==> config.mk <==
export PLATFORM = sky130hd
export DESIGN_NAME = ram_prog_ctrl_flat
export DESIGN_NICKNAME = d
export VERILOG_FILES = /design/src/rtl/ram_prog_ctrl_if.sv /design/src/rtl/ram_prog_ctrl.sv /design/src/flat_wrapper.sv
export SDC_FILE = /design/constraint.sdc
export NUM_CORES = 1
export LEC_CHECK = 0
export ABC_AREA = 1
export CAP_MARGIN = 10
export CORE_MARGIN = 3
export CORE_UTILIZATION = 25
export DETAILED_ROUTE_END_ITERATION = 7
export HOLD_SLACK_MARGIN = 0.02
export PLACE_DENSITY = 0.52
export SLEW_MARGIN = 20
export SYNTH_ARGS = -nofsm -noshare
export SYNTH_HDL_FRONTEND = slang
export SYNTH_SLANG_ARGS = --single-unit
==> constraint.sdc <==
create_clock -name clk -period 5 [get_ports clk]
set_clock_uncertainty 0.1 [all_clocks]
set_input_delay 0.5 -clock clk [delete_from_list [all_inputs] [get_ports clk]]
set_output_delay 0.5 -clock clk [all_outputs]
set_load 0.05 [all_outputs]
==> src/rtl/ram_prog_ctrl_if.sv <==
// Signal bundle between the SAP memory controller, the program loader,
// the CPU (MAR/bus side) and the 16x8 program/data memory.
interface ram_prog_ctrl_if #(
    parameter int ADDR_W = 4,
    parameter int DATA_W = 8
);
    // Byte-serial program loader
    logic              prog_start;
    logic [ADDR_W:0]   prog_len;
    logic [DATA_W-1:0] prog_data;
    logic              prog_valid;
    logic              prog_ready;
    logic              prog_busy;
    logic              prog_done;
    logic              prog_err;

    // CPU side
    logic [ADDR_W-1:0] cpu_addr;
    logic [DATA_W-1:0] cpu_data;
    logic              cpu_low_load;
    logic              cpu_low_o_en;
    logic              cpu_grant;

    // Memory pins
    logic [ADDR_W-1:0] mem_addr;
    logic [DATA_W-1:0] mem_data;
    logic              mem_low_load;
    logic              mem_low_o_en;

    // The controller sees loader and CPU requests and drives the memory pins.
    modport slave (
        input  prog_start, prog_len, prog_data, prog_valid,
        input  cpu_addr, cpu_data, cpu_low_load, cpu_low_o_en,
        output prog_ready, prog_busy, prog_done, prog_err, cpu_grant,
        output mem_addr, mem_data, mem_low_load, mem_low_o_en
    );

    // The surrounding system drives requests and observes the controller.
    modport master (
        output prog_start, prog_len, prog_data, prog_valid,
        output cpu_addr, cpu_data, cpu_low_load, cpu_low_o_en,
        input  prog_ready, prog_busy, prog_done, prog_err, cpu_grant,
        input  mem_addr, mem_data, mem_low_load, mem_low_o_en
    );
endinterface

==> src/rtl/ram_prog_ctrl.sv <==
// SAP program/data memory controller. Loads a byte stream from the
// front-panel loader into consecutive addresses starting at 0, then hands
// the memory pins over to the CPU as a combinational pass-through.
module ram_prog_ctrl #(
    parameter int ADDR_W = 4,
    parameter int DATA_W = 8,
    parameter int DEPTH  = 16
) (
    input  logic           clk,
    input  logic           low_clr,
    ram_prog_ctrl_if.slave bus
);

    typedef enum logic [1:0] {
        IDLE  = 2'd0,
        LOAD  = 2'd1,
        WRITE = 2'd2,
        RUN   = 2'd3
    } state_t;

    localparam logic [ADDR_W:0] LEN_MAX = (ADDR_W+1)'(DEPTH);
    localparam logic [ADDR_W:0] LEN_ONE = (ADDR_W+1)'(1);

    state_t            state, state_nxt;
    logic [ADDR_W-1:0] wr_ptr, wr_ptr_nxt;
    logic [ADDR_W:0]   len_r, len_nxt;
    logic [ADDR_W-1:0] addr_r, addr_nxt;
    logic [DATA_W-1:0] data_r, data_nxt;
    logic              done_r, done_nxt;
    logic              err_r, err_nxt;

    logic              len_ok;
    logic              last_word;

    assign len_ok    = (bus.prog_len != '0) && (bus.prog_len <= LEN_MAX);
    assign last_word = ({1'b0, wr_ptr} == (len_r - LEN_ONE));

    // Next-state logic: sequences start/accept/write and handles restarts from RUN.
    always_comb begin
        state_nxt  = state;
        wr_ptr_nxt = wr_ptr;
        len_nxt    = len_r;
        addr_nxt   = addr_r;
        data_nxt   = data_r;
        done_nxt   = done_r;
        err_nxt    = 1'b0;
        case (state)
            IDLE: begin
                if (bus.prog_start) begin
                    if (len_ok) begin
                        len_nxt    = bus.prog_len;
                        wr_ptr_nxt = '0;
                        state_nxt  = LOAD;
                    end else begin
                        err_nxt = 1'b1;
                    end
                end
            end
            LOAD: begin
                if (bus.prog_valid) begin
                    addr_nxt  = wr_ptr;
                    data_nxt  = bus.prog_data;
                    state_nxt = WRITE;
                end
            end
            WRITE: begin
                if (last_word) begin
                    done_nxt  = 1'b1;
                    state_nxt = RUN;
                end else begin
                    wr_ptr_nxt = wr_ptr + ADDR_W'(1);
                    state_nxt  = LOAD;
                end
            end
            RUN: begin
                if (bus.prog_start) begin
                    if (len_ok) begin
                        len_nxt    = bus.prog_len;
                        wr_ptr_nxt = '0;
                        done_nxt   = 1'b0;
                        state_nxt  = LOAD;
                    end else begin
                        err_nxt = 1'b1;
                    end
                end
            end
            default: state_nxt = IDLE;
        endcase
    end

    // State and datapath registers; low_clr aborts any load immediately.
    always_ff @(posedge clk or negedge low_clr) begin
        if (!low_clr) begin
            state  <= IDLE;
            wr_ptr <= '0;
            len_r  <= '0;
            addr_r <= '0;
            data_r <= '0;
            done_r <= 1'b0;
            err_r  <= 1'b0;
        end else begin
            state  <= state_nxt;
            wr_ptr <= wr_ptr_nxt;
            len_r  <= len_nxt;
            addr_r <= addr_nxt;
            data_r <= data_nxt;
            done_r <= done_nxt;
            err_r  <= err_nxt;
        end
    end

    // Output mux: CPU owns the pins only in RUN, otherwise the loader's registered write.
    always_comb begin
        bus.prog_ready = (state == LOAD);
        bus.prog_busy  = (state == LOAD) || (state == WRITE);
        bus.prog_done  = done_r;
        bus.prog_err   = err_r;
        bus.cpu_grant  = (state == RUN);
        bus.mem_addr     = addr_r;
        bus.mem_data     = data_r;
        bus.mem_low_load = (state != WRITE);
        bus.mem_low_o_en = 1'b1;
        if (state == RUN) begin
            bus.mem_addr     = bus.cpu_addr;
            bus.mem_data     = bus.cpu_data;
            bus.mem_low_load = bus.cpu_low_load;
            bus.mem_low_o_en = bus.cpu_low_o_en;
        end
    end

endmodule

==> src/flat_wrapper.sv <==
// flat-port wrapper written by rule: the top's interface ports become plain ports
module ram_prog_ctrl_flat 
#(
    parameter int ADDR_W = 4,
    parameter int DATA_W = 8,
    parameter int DEPTH  = 16
)
  (clk, low_clr, bus_prog_start, bus_prog_len, bus_prog_data, bus_prog_valid, bus_cpu_addr, bus_cpu_data, bus_cpu_low_load, bus_cpu_low_o_en, bus_prog_ready, bus_prog_busy, bus_prog_done, bus_prog_err, bus_cpu_grant, bus_mem_addr, bus_mem_data, bus_mem_low_load, bus_mem_low_o_en);
  ram_prog_ctrl_if #(.ADDR_W(ADDR_W), .DATA_W(DATA_W)) bus_i ();
  input  logic clk;
  input  logic low_clr;
  input wire logic [$bits(bus_i.prog_start)-1:0] bus_prog_start;
  input wire logic [$bits(bus_i.prog_len)-1:0] bus_prog_len;
  input wire logic [$bits(bus_i.prog_data)-1:0] bus_prog_data;
  input wire logic [$bits(bus_i.prog_valid)-1:0] bus_prog_valid;
  input wire logic [$bits(bus_i.cpu_addr)-1:0] bus_cpu_addr;
  input wire logic [$bits(bus_i.cpu_data)-1:0] bus_cpu_data;
  input wire logic [$bits(bus_i.cpu_low_load)-1:0] bus_cpu_low_load;
  input wire logic [$bits(bus_i.cpu_low_o_en)-1:0] bus_cpu_low_o_en;
  output wire logic [$bits(bus_i.prog_ready)-1:0] bus_prog_ready;
  output wire logic [$bits(bus_i.prog_busy)-1:0] bus_prog_busy;
  output wire logic [$bits(bus_i.prog_done)-1:0] bus_prog_done;
  output wire logic [$bits(bus_i.prog_err)-1:0] bus_prog_err;
  output wire logic [$bits(bus_i.cpu_grant)-1:0] bus_cpu_grant;
  output wire logic [$bits(bus_i.mem_addr)-1:0] bus_mem_addr;
  output wire logic [$bits(bus_i.mem_data)-1:0] bus_mem_data;
  output wire logic [$bits(bus_i.mem_low_load)-1:0] bus_mem_low_load;
  output wire logic [$bits(bus_i.mem_low_o_en)-1:0] bus_mem_low_o_en;
  assign bus_i.prog_start = bus_prog_start;
  assign bus_i.prog_len = bus_prog_len;
  assign bus_i.prog_data = bus_prog_data;
  assign bus_i.prog_valid = bus_prog_valid;
  assign bus_i.cpu_addr = bus_cpu_addr;
  assign bus_i.cpu_data = bus_cpu_data;
  assign bus_i.cpu_low_load = bus_cpu_low_load;
  assign bus_i.cpu_low_o_en = bus_cpu_low_o_en;
  assign bus_prog_ready = bus_i.prog_ready;
  assign bus_prog_busy = bus_i.prog_busy;
  assign bus_prog_done = bus_i.prog_done;
  assign bus_prog_err = bus_i.prog_err;
  assign bus_cpu_grant = bus_i.cpu_grant;
  assign bus_mem_addr = bus_i.mem_addr;
  assign bus_mem_data = bus_i.mem_data;
  assign bus_mem_low_load = bus_i.mem_low_load;
  assign bus_mem_low_o_en = bus_i.mem_low_o_en;
  ram_prog_ctrl #(.ADDR_W(ADDR_W), .DATA_W(DATA_W), .DEPTH(DEPTH)) u_core (.clk(clk), .low_clr(low_clr), .bus(bus_i));
endmodule
==> summary.txt <==
Logic synthesis
  – Post-synthesis cell area: ~1500 µm²
  – Mapped Nets: between 200 and 250
  – Compound-Gate Fraction of Synth Area: 6.62%
  – Yosys Warn Count: 0
  – Synthesized area per cell: approximately 7.8 µm²
  – Number of synthesized flops with an enable pin: 0
  – Multiplexer share of the synthesized area: under 10%
  – Combinational family with the most area after synthesis: simple AND/OR/NAND/NOR gates
  – Library cell with the largest summed area after synthesis: sky130_fd_sc_hd__dfrtp_1
  – Asr flop ratio synth: 100%
  – Post-Syn Instances: 187
  – Most repeated cell in the gate-level netlist after synthesis: sky130_fd_sc_hd__nand2_1
  – Xor/xnor cell area share of the yosys netlist: under 10%
  – Count of different cell masters after synthesis: 22
  – Share of Yosys cell area claimed by the top area cell type: 43.0%
  – Arithmetic-cell share of the synthesized area counting full adders, half adders and majority gates: under 10%
  – Register bit total from synthesis: 25
  – Flip-flop cell with the highest count after synthesis: sky130_fd_sc_hd__dfrtp_1
  – Simple-gate share of the synthesized area: a little over 30%
  – Top cells by area, synth: sky130_fd_sc_hd__dfrtp_1 (43%), sky130_fd_sc_hd__nand2_1 (20%), sky130_fd_sc_hd__mux2_2 (6.2%)
  – Sequential cell area fraction in the yosys report: ~43%
  – Cell types with the highest counts after synthesis: sky130_fd_sc_hd__nand2_1 (76), sky130_fd_sc_hd__dfrtp_1 (25), sky130_fd_sc_hd__inv_1 (21), sky130_fd_sc_hd__o21ai_0 (12), sky130_fd_sc_hd__nand3_1 (9)

Pwr
  – Cell area power density: just over 700 nW/µm²
  – Share of total power in sequential cells: roughly 25%
  – VDD IR max: roughly 0.26 mV
  – NetSw: about 790 µW
  – Post-layout power: 1.50 mW
  – Internal power of the cells: 710 µW
  – Static Leak: 1.02 nW
  – Switching Fraction: a little over half
  – Share of total power in combinational logic: roughly two thirds
  – Power share of the clock group: 7.9%

Timing
  – Post-route fraction of the period consumed by the critical path: 64.1%
  – Max Slew Vio Count: 0
  – Worst Hold Margin: slightly below 0.4 ns
  – Final setup margin: 1.79 ns
  – Minimum period implied by the final worst setup slack: around 3.2 ns
  – Unrepaired setup endpoints after global routing: false
  – Number of setup violations in the final report: 0
  – TNS Setup: 0 ns
  – Maximum operating frequency: approximately 310 MHz
  – Max_slew headroom: 60.9%
  – Transition time of the tightest slew-check pin: about 0.6 ns
  – Hold Fails Final Rpt: 0

Hold path
  – Hold EP: u_core.addr_r[2]
  – Hold_sp: u_core.addr_r[2]
  – Hold path cells: 2
  – Path category of the worst min-delay check: flop to flop

Finish
  – Area growth from synthesis to layout: 42.6%
  – Layout Utilization: 37.2%
  – Final antenna diode count: 0
  – Count of nets after finishing: roughly 280
  – Share of layout cells above drive strength 1: approximately a tenth
  – Filler-free cell count of the finished design: 310
  – Area of all sequential standard cells: 626 µm²
  – Fill cell count: 587
  – Design area: a little over 2000 µm²
  – Area used by multi-input combinational logic: roughly 730 µm²

Routing
  – Number of vias per cell: between 4 and 5
  – Number of DRC violations after detailed routing: 0
  – Violation count after the first detailed-routing iteration: 25
  – DRT Pass-1 Iters: 4
  – Via count: between 1000 and 1500
  – Sum of routed wire length over all layers: ~3400 µm
  – Routed len/inst: between 10 and 15 µm
  – Detail Route Antenna Nets: 0

Floorplanning
  – Number of cell rows: 27
  – Core outline area: roughly 5600 µm²
  – Die width: between 80 and 90 µm
  – Number of top-level pins: 50
  – Area of the die: 6770 µm²
  – Height of the die: slightly above 80 µm
  – Effective utilization at floorplan: 26.1%

Setup path
  – Number of buffer and inverter stages on the critical path: 2
  – Sort of element at the end of the critical path: output pin
  – Signal arrival time at the worst endpoint: around 2.6 ns
  – Stages on worst setup path: 4
  – First element of the critical path: u_core.state[1]
  – Endpoint of the worst register-to-register path: u_core.bus.prog_done
  – Slowest cell on the critical path: sky130_fd_sc_hd__clkdlybuf4s50_1
  – Setup slack of the worst register-to-register path: between 3 and 4 ns
  – CP max FO: 17
  – FF-to-FF Start: u_core.state[1]
  – Number of cells on the worst reg-to-reg path: 6
  – Worst setup path category: flop to output pin
  – Biggest cell delay along the critical path: around 0.70 ns
  – Worst endpoint required time: 4.40 ns
  – Worst path top cell family by delay: buffers and inverters
  – Cell chain of the critical path: ha_1, inv_1, or2_2, clkdlybuf4s50_1
  – Startpoint Class: flop

Placement
  – Final GP Congestion: ~0.77
  – Setup Slack @ Placement: 2.02 ns
  – DP Area: 2030 µm²
  – Number of cells after detailed placement: between 300 and 400
  – Post-detailed-placement half-perimeter wirelength: between 2000 and 3000 µm
  – Port Buffers: between 40 and 50

CTS
  – CTS tree: yes
  – Largest buffer count on any clock path: 2
  – Num Clock Sinks: 25
  – Number of buffers added by the clock tree synthesis step: 3
  – Root cell of the clock tree: sky130_fd_sc_hd__clkbuf_8
  – Post-CTS setup repair buffer count: 0
  – Number of H-tree levels: 1
  – Cts hold-fix bufs: 0
  – Number of instances resized during post-cts repair: 0
  – Clock latency at the later pin of the worst-skew pair: 0.26 ns
  – Clock-pin transition on the worst setup and hold timing paths: 0.09 ns

Run status
  – Status: finished, final reports clean

Flow run
  – Total of max-cap violations: 0

Global route
  – Overall overflow remaining after global route: 0
  – All-Layer GR Usage: around a tenth
  – Wire length of the first global-routing pass: around 5600 µm
  – Maximum number of pins on one net before global-route repair: 26
  – Vias in the first global route: about 1300
  – Antenna violations before repair: 0
-- routing by layer --
layer	GRT usage (%)	routed length [µm]
met1	13.0	1550
met2	18.1	1490
met3	2.39	293
met4	3.99	39
met5	0	0
-- power groups by stage --
| stage | sequential [mW] | clock, mW | combinational (mW) |
|---|---|---|---|
| final | 0.367 | 0.119 | 1.01 |
| after global routing | 0.382 | 0.135 | 1.11 |
| after CTS | 0.369 | 0.125 | 1.03 |
| after detailed placement | 0.373 | 0 | 1.03 |
| after global placement | 0.371 | 0 | 1.02 |
| after floorplan | 0.376 | 0 | 0.720 |
-- worst max-delay path by stage --
stage / end / slack [ns]
3_3_place_gp: bus_mem_low_o_en / 2.11
3_5_place_dp: bus_mem_low_o_en / 2.02
2_1_floorplan: bus_mem_data[6] / 2.39
5_1_grt: bus_mem_low_o_en / 1.57
4_1_cts: bus_mem_low_o_en / 1.71
6_report: bus_mem_low_o_en / 1.79
-- cell type report --
cell class | instances | area share (%)
well taps | 72 | 4.34
clock buffers | 4 | 2.17
repair buffers | 50 | 24.0
multi-input cells | 136 | 35.2
inverters | 23 | 4.16
flip-flops and latches | 25 | 30.1
-- placed cells by master (no fill, tap or decap), types with 2 or more instances in the layout --
master	instances
sky130_fd_sc_hd__nand2_4	2
sky130_fd_sc_hd__clkdlybuf4s50_1	49
sky130_fd_sc_hd__inv_1	21
sky130_fd_sc_hd__xor2_1	3
sky130_fd_sc_hd__nand3_1	9
sky130_fd_sc_hd__a21oi_1	2
sky130_fd_sc_hd__nor2_1	5
sky130_fd_sc_hd__mux2_2	8
sky130_fd_sc_hd__nor2_2	2
sky130_fd_sc_hd__nand4_1	5
sky130_fd_sc_hd__dfrtp_1	25
sky130_fd_sc_hd__o21ai_0	12
sky130_fd_sc_hd__ha_1	5
sky130_fd_sc_hd__nand2_1	76
sky130_fd_sc_hd__a21oi_2	2
sky130_fd_sc_hd__clkbuf_8	3
sky130_fd_sc_hd__inv_2	2
-- worst min-delay path, stage by stage, from the launching register on --
cell	delay [ns]
sky130_fd_sc_hd__dfrtp_1	0.35
sky130_fd_sc_hd__nand2_1	0.05
sky130_fd_sc_hd__o21ai_0	0.06
-- state kept, by name (all words and copies together) (netlist names) --
signal and cells:
u_core.len_r 5, u_core.bus.prog_err 1, u_core.bus.prog_done 1, u_core.wr_ptr 4
u_core.addr_r 4, u_core.state 2, u_core.data_r 8
-- logic make-up (layout without fill, tap and decap cells) --
family	Yosys count	count (layout)
compound gates	17	17
xor+xnor	4	4
fa+ha+maj	5	5
buf+inv	26	77
flops	25	25
mux	8	8
simple gates	102	102
No activity file was read; power rests on OpenSTA's default activity.
